File: config.mk
export PLATFORM = sky130hd
export DESIGN_NAME = inst_fetch_wb
export DESIGN_NICKNAME = d
export VERILOG_FILES = /design/src/rtl/inst_fetch_wb_pkg.sv /design/src/rtl/inst_fetch_wb_fetch_timeout_cnt.sv /design/src/rtl/inst_fetch_wb.sv
export SDC_FILE = /design/constraint.sdc
export NUM_CORES = 1
export LEC_CHECK = 0
export BUFFER_PORTS_ARGS = -buffer_cell sky130_fd_sc_hd__buf_2
export CAP_MARGIN = 0
export CORE_MARGIN = 5
export CORE_UTILIZATION = 38
export DETAILED_ROUTE_END_ITERATION = 12
export PLACE_DENSITY = 0.76
export SLEW_MARGIN = 20
export SYNTH_ARGS = -nofsm -noshare
export SYNTH_HDL_FRONTEND = slang
export SYNTH_SLANG_ARGS = --single-unit
File: constraint.sdc
create_clock -name clk -period 1.95 [get_ports clk]
set_input_delay 0.585 -clock clk [delete_from_list [all_inputs] [get_ports clk]]
set_output_delay 0.585 -clock clk [all_outputs]
set_load 0.03 [all_outputs]
File: src/rtl/inst_fetch_wb_pkg.sv
// Shared types and constants for the instruction-fetch Wishbone interface.
// Latency: n/a (declarations only).
// Backpressure: n/a.
package inst_fetch_wb_pkg;

  // Fetch sequencer states
  typedef enum logic [1:0] {
    IDLE = 2'd0,
    BUSY = 2'd1,
    HOLD = 2'd2
  } fetch_state_e;

  localparam logic [31:0] ZeroWord    = 32'h0000_0000;
  localparam logic [31:0] NopInst     = 32'h0000_0000;
  localparam logic [3:0]  WB_SEL_WORD = 4'hF;

endpackage

File: src/rtl/inst_fetch_wb_fetch_timeout_cnt.sv
// Ack-wait counter: clears on BUSY entry, counts BUSY cycles, flags the terminal count.
// Latency: expired_o is combinational from the registered count.
// Backpressure: none; the count saturates at 8'hFF instead of wrapping.
module inst_fetch_wb_fetch_timeout_cnt #(
  parameter int unsigned LIMIT = 255
) (
  input  logic clk,
  input  logic rst_n,
  input  logic clr_i,
  input  logic en_i,
  output logic expired_o
);

  localparam logic [7:0] Limit = 8'(LIMIT);

  logic [7:0] cnt_q, cnt_d;

  // Next count: clear on entry, otherwise advance once per waiting cycle
  always_comb begin
    cnt_d = cnt_q;
    if (clr_i) begin
      cnt_d = 8'h00;
    end else if (en_i && (cnt_q != 8'hFF)) begin
      cnt_d = cnt_q + 8'h01;
    end
  end

  // Count register
  always_ff @(posedge clk or negedge rst_n) begin
    if (!rst_n) begin
      cnt_q <= 8'h00;
    end else begin
      cnt_q <= cnt_d;
    end
  end

  assign expired_o = en_i && (cnt_q == Limit);

endmodule

File: src/rtl/inst_fetch_wb.sv
// IF-stage Wishbone master: one classic read per instruction, word + PC handed to IF/ID.
// Latency: 2 cycles per fetch with a zero-wait slave; each ack wait cycle adds one stall cycle.
// Backpressure: stallreq_o holds the pipeline during the bus cycle; stall_i parks the word in HOLD.
// Optional ack timeout enabled by defining FETCH_TIMEOUT_EN.
module inst_fetch_wb
  import inst_fetch_wb_pkg::*;
#(
  parameter int unsigned TIMEOUT_CYCLES = 255
) (
  input  logic        clk,
  input  logic        rst_n,
  input  logic        ce_i,
  input  logic [31:0] pc_i,
  input  logic [5:0]  stall_i,
  input  logic        flush_i,
  output logic        stallreq_o,
  output logic [31:0] if_pc_o,
  output logic [31:0] if_inst_o,
  output logic        fetch_err_o,
  output logic [31:0] wb_adr_o,
  input  logic [31:0] wb_dat_i,
  input  logic        wb_ack_i,
  output logic        wb_cyc_o,
  output logic        wb_stb_o,
  output logic        wb_we_o,
  output logic [3:0]  wb_sel_o
);

  fetch_state_e state_q, state_d;
  logic [31:0]  adr_q, adr_d;
  logic [31:0]  rbuf_q, rbuf_d;
  logic         cyc_q, cyc_d;
  logic         timeout_hit;
  logic         stall_any;

  assign stall_any = |stall_i;

`ifdef FETCH_TIMEOUT_EN
  logic cnt_expired;
  logic busy_entry;
  logic err_q;

  assign busy_entry = (state_q == IDLE) && ce_i && !flush_i;

  inst_fetch_wb_fetch_timeout_cnt #(
    .LIMIT(TIMEOUT_CYCLES)
  ) u_timeout (
    .clk      (clk),
    .rst_n    (rst_n),
    .clr_i    (busy_entry),
    .en_i     (state_q == BUSY),
    .expired_o(cnt_expired)
  );

  // An ack or a flush in the terminal cycle takes priority over the timeout
  assign timeout_hit = cnt_expired && !wb_ack_i && !flush_i;

  // One-cycle error pulse in the cycle after the abandoned bus cycle
  always_ff @(posedge clk or negedge rst_n) begin
    if (!rst_n) begin
      err_q <= 1'b0;
    end else begin
      err_q <= timeout_hit;
    end
  end

  assign fetch_err_o = err_q;
`else
  // Limit only matters with the counter; folded in so it is still referenced
  localparam bit TimeoutLimitSet = (TIMEOUT_CYCLES != 0);
  assign timeout_hit = 1'b0;
  assign fetch_err_o = 1'b0 & TimeoutLimitSet;
`endif

  // State register
  always_ff @(posedge clk or negedge rst_n) begin
    if (!rst_n) begin
      state_q <= IDLE;
    end else begin
      state_q <= state_d;
    end
  end

  // Next-state: flush aborts everything, ack ends BUSY, downstream stall parks in HOLD
  always_comb begin
    state_d = state_q;
    unique case (state_q)
      IDLE: if (ce_i && !flush_i) state_d = BUSY;
      BUSY: begin
        if (flush_i)          state_d = IDLE;
        else if (wb_ack_i)    state_d = stall_any ? HOLD : IDLE;
        else if (timeout_hit) state_d = IDLE;
      end
      HOLD: if (flush_i || !stall_any) state_d = IDLE;
      default: state_d = IDLE;
    endcase
  end

  // Outputs and bus/buffer next values; returned word bypasses the buffer in the ack cycle
  always_comb begin
    stallreq_o = 1'b0;
    if_inst_o  = NopInst;
    adr_d      = adr_q;
    cyc_d      = cyc_q;
    rbuf_d     = rbuf_q;
    unique case (state_q)
      IDLE: begin
        stallreq_o = ce_i && !flush_i;
        if (ce_i && !flush_i) begin
          adr_d = pc_i;
          cyc_d = 1'b1;
        end
      end
      BUSY: begin
        if (flush_i) begin
          cyc_d = 1'b0;
        end else if (wb_ack_i) begin
          cyc_d     = 1'b0;
          rbuf_d    = wb_dat_i;
          if_inst_o = wb_dat_i;
        end else if (timeout_hit) begin
          cyc_d = 1'b0;
        end else begin
          stallreq_o = 1'b1;
        end
      end
      HOLD: begin
        if (!flush_i) if_inst_o = rbuf_q;
      end
      default: cyc_d = 1'b0;
    endcase
  end

  // Bus address, cycle strobe and read buffer registers
  always_ff @(posedge clk or negedge rst_n) begin
    if (!rst_n) begin
      adr_q  <= ZeroWord;
      cyc_q  <= 1'b0;
      rbuf_q <= ZeroWord;
    end else begin
      adr_q  <= adr_d;
      cyc_q  <= cyc_d;
      rbuf_q <= rbuf_d;
    end
  end

  assign wb_adr_o = adr_q;
  assign if_pc_o  = adr_q;
  assign wb_cyc_o = cyc_q;
  assign wb_stb_o = cyc_q;
  assign wb_we_o  = 1'b0;
  assign wb_sel_o = WB_SEL_WORD;

endmodule

==> reports/summary.txt <==
Row Count -> 35
Synth area leaders -> dfrtp_1 46%, nand2_1 14%, mux2_4 12%
Wirelength per Cell -> 16.4 um
WP data arrival -> 1.91 ns
Pre-CTS setup slack -> -0.323 ns
Skew-Pair Late Insertion Delay -> 0.34 ns
Synth area leader -> dfrtp_1
Peak VDD IR -> 0.000814 V
Chip Height -> 107 um
Longest Clk Path Bufs -> 2
Worst clock skew -> 0.0138 ns
CTS Root Cell -> clkbuf_8
Outcome -> finished, violations left
Post-synth top cells -> 131 x nand2_1, 67 x dfrtp_1, 39 x buf_4, 30 x a21boi_2, 29 x mux2_4
Syn-to-layout area delta -> 57.0%
Cts-stage hold buffer count -> 0
Hold Fails Final Rpt -> 0
HPWL after DPL -> 6.93 mm
Failing checks -> setup timing
FILL cells -> 744
Final nets -> 601
Clk sinks -> 67
Crit path max fanout -> 8
PnR worst setup slack -> -0.544 ns
Top achievable clock speed -> 401 MHz
Synth Instances -> 344
Post-route cell area -> 5670 um2
Die ar. -> 11600 um2
Clk pin slew, worst setup/hold paths -> 0.08 ns
Num CTS Buffers -> 9
Crit end category -> primary output
Initial detailed-routing violation count -> 123
IO buf count -> 173
Cell Chain, Critical Path -> inv_2, ha_4, nor2b_4, and2_4, clkbuf_16, nand2_2, a21boi_4, buf_6
#FFs+latches synth -> 67
Flop-to-flop setup slack -> 0.11 ns
RSZ-0062 raised after global routing -> yes
Slowest-stage cell, CP -> dfrtp_1
DRC -> 0
CP required -> 1.36 ns
Pins Over Slew Limit -> 0
ANT cells -> 0
Pin count of the biggest net entering global routing -> 68
Crit path buf inv count -> 3
Async SR Flop Fraction -> 100%
Final RePlAce weighted congestion -> 0.710
Sequential area share after synthesis -> 46.4%
Predominant post-synthesis flop cell -> dfrtp_1
Cell Area, Synth -> 3610 um2
WL final -> 10.8 mm
Total GRT Usage -> 16.8%
MaxCap Viol Count -> 0
Core footprint -> 9240 um2
Vias -> 3027
Syn_area_per_cell -> 10.5 um2
IO Pins -> 180
Distinct cells, synth -> 26
Startpoint Class -> flop
Share of cells above drive strength 1 -> 65.9%
Tmin final -> 2.49 ns
Top-count cell post-synth -> nand2_1
Vias per inst -> 4.61
Worst min-delay path class -> in2async
Number of global-route vias before repair -> 3084
Initial antenna violation count -> 0
Post-synth EDFFs -> 0
Placed Area -> 4830 um2
CP Class -> reg2out
Final setup viols -> 33
Crit-path leading delay family -> buffers and inverters
LEAKAGE -> 2.93 nW
Area share of the largest cell type after synthesis -> 46.4%
Syn. warnings -> 0
Crit-path max cell delay -> 0.42 ns
Tcrit/Tclk final -> 128%
Routed Antenna Nets -> 0
Grt total ovfl -> 0
Area taken by flip-flops and latches -> 1680 um2
Pwr Density -> 1670 nW/um2
DRT Pass-1 Iters -> 4
Initial core utilization -> 39.1%
TritonCTS clock tree -> yes
Die extent in x -> 107 um
Area occupied by multi-input gates -> 1970 um2
Global-route wire length before repair -> 15.4 mm
H-tree levels -> 3
==> layout make-up <==
type | count | share of cell area, %
Clock buffer | 10 | 2.25
Tap cell | 129 | 2.85
Sequential cell | 67 | 29.6
Multi-Input combinational cell | 223 | 34.7
Inverter | 2 | 0.132
Clock inverter | 6 | 1.59
Timing Repair Buffer | 220 | 28.9
==> where the power goes <==
group / internal [mW] / switching [mW] / leakage (nW)
clock: 0.723 / 0.540 / 0.106
sequential: 2.10 / 0.494 / 0.813
combinational: 2.49 / 3.13 / 2.01
==> state kept, by name (all words and copies together) (netlist names) <==
register,flops
state_q,2
if_pc_o,32
wb_cyc_o,1
rbuf_q,32
==> placed cells by master (no fill, tap or decap), types with 2 or more instances in the layout <==
cell type	Yosys	routed
buf_2	6	140
conb_1	2	6
nor2b_4	1	3
clkinv_4	0	2
clkbuf_16	0	6
nor2_1	2	2
mux2_4	29	29
nand2_2	1	22
dfrtp_1	67	67
nand2_1	131	97
a21boi_4	0	32
a21oi_1	3	3
mux2_2	4	4
buf_12	0	5
buf_6	8	35
inv_2	0	2
ha_4	0	3
buf_16	0	2
nand2_4	0	13
buf_4	39	32
clkbuf_8	0	9
bufinv_16	0	2
==> stage by stage <==
step                instances  util (%)  hold slack, ns  TNS [ns]  power (mW)
detailed placement        629      52.2           0.466     -9.26        7.56
finish                    657      61.4           0.254    -16.76        9.48
CTS                       650      57.9           0.263    -16.72        9.06
floorplan                 348         -           0.289     -2.07        6.60
global route              657      61.4           0.284    -20.05        9.97
global placement          629      52.2           0.457     -8.22        7.42
==> path summary, 6_finish.rpt <==
check                                end  startpoint  cells after the start
max                        if_inst_o[12]  state_q[1]                      8
min reg2reg                   rbuf_q[26]  rbuf_q[26]                      2
min in group clk              if_pc_o[7]     pc_i[7]                      2
max reg2reg                   state_q[1]  state_q[0]                      9
max in group asynchronous     rbuf_q[13]       rst_n                      2
min                          if_pc_o[12]       rst_n                      2
==> cell families (layout without fill, tap and decap cells) <==
group	after synthesis	in the layout	synth area share [%]
simple gates	143	143	16.2
mux	33	33	13.3
other cells	2	6	0.208
fa+ha+maj	3	3	1.04
compound gates	38	38	10.9
flops	67	67	46.4
buf+inv	58	238	12.0
==> worst reg2reg max path: stages (launching register included) <==
cell,delay (ns)
dfrtp_1,0.44
inv_2,0.08
ha_4,0.17
nor2b_4,0.13
buf_6,0.13
clkbuf_16,0.16
buf_4,0.13
a21bo_2,0.21
a21oi_1,0.08
a31o_2,0.21
==> per-layer routing <==
metal	vias up	routed length (um)	share of wire [%]	GRT usage [%]
met2	142	5490	51	30.0
met3	15	758	7.0	3.96
li1	1415	-	-	-
met5	-	0	0	0
met1	1455	4380	41	19.7
met4	0	175	1.6	5.59
==> timing repair <==
| action | CTS | global route |
|---|---|---|
| gates cloned | 2 | 6 |
| setup endpoints to repair | 33 | 33 |
| setup buffers | 3 | 3 |
| pin swaps | 0 | 13 |
| resized for setup | 76 | 40 |
No activity file was read; power rests on OpenSTA's default activity.
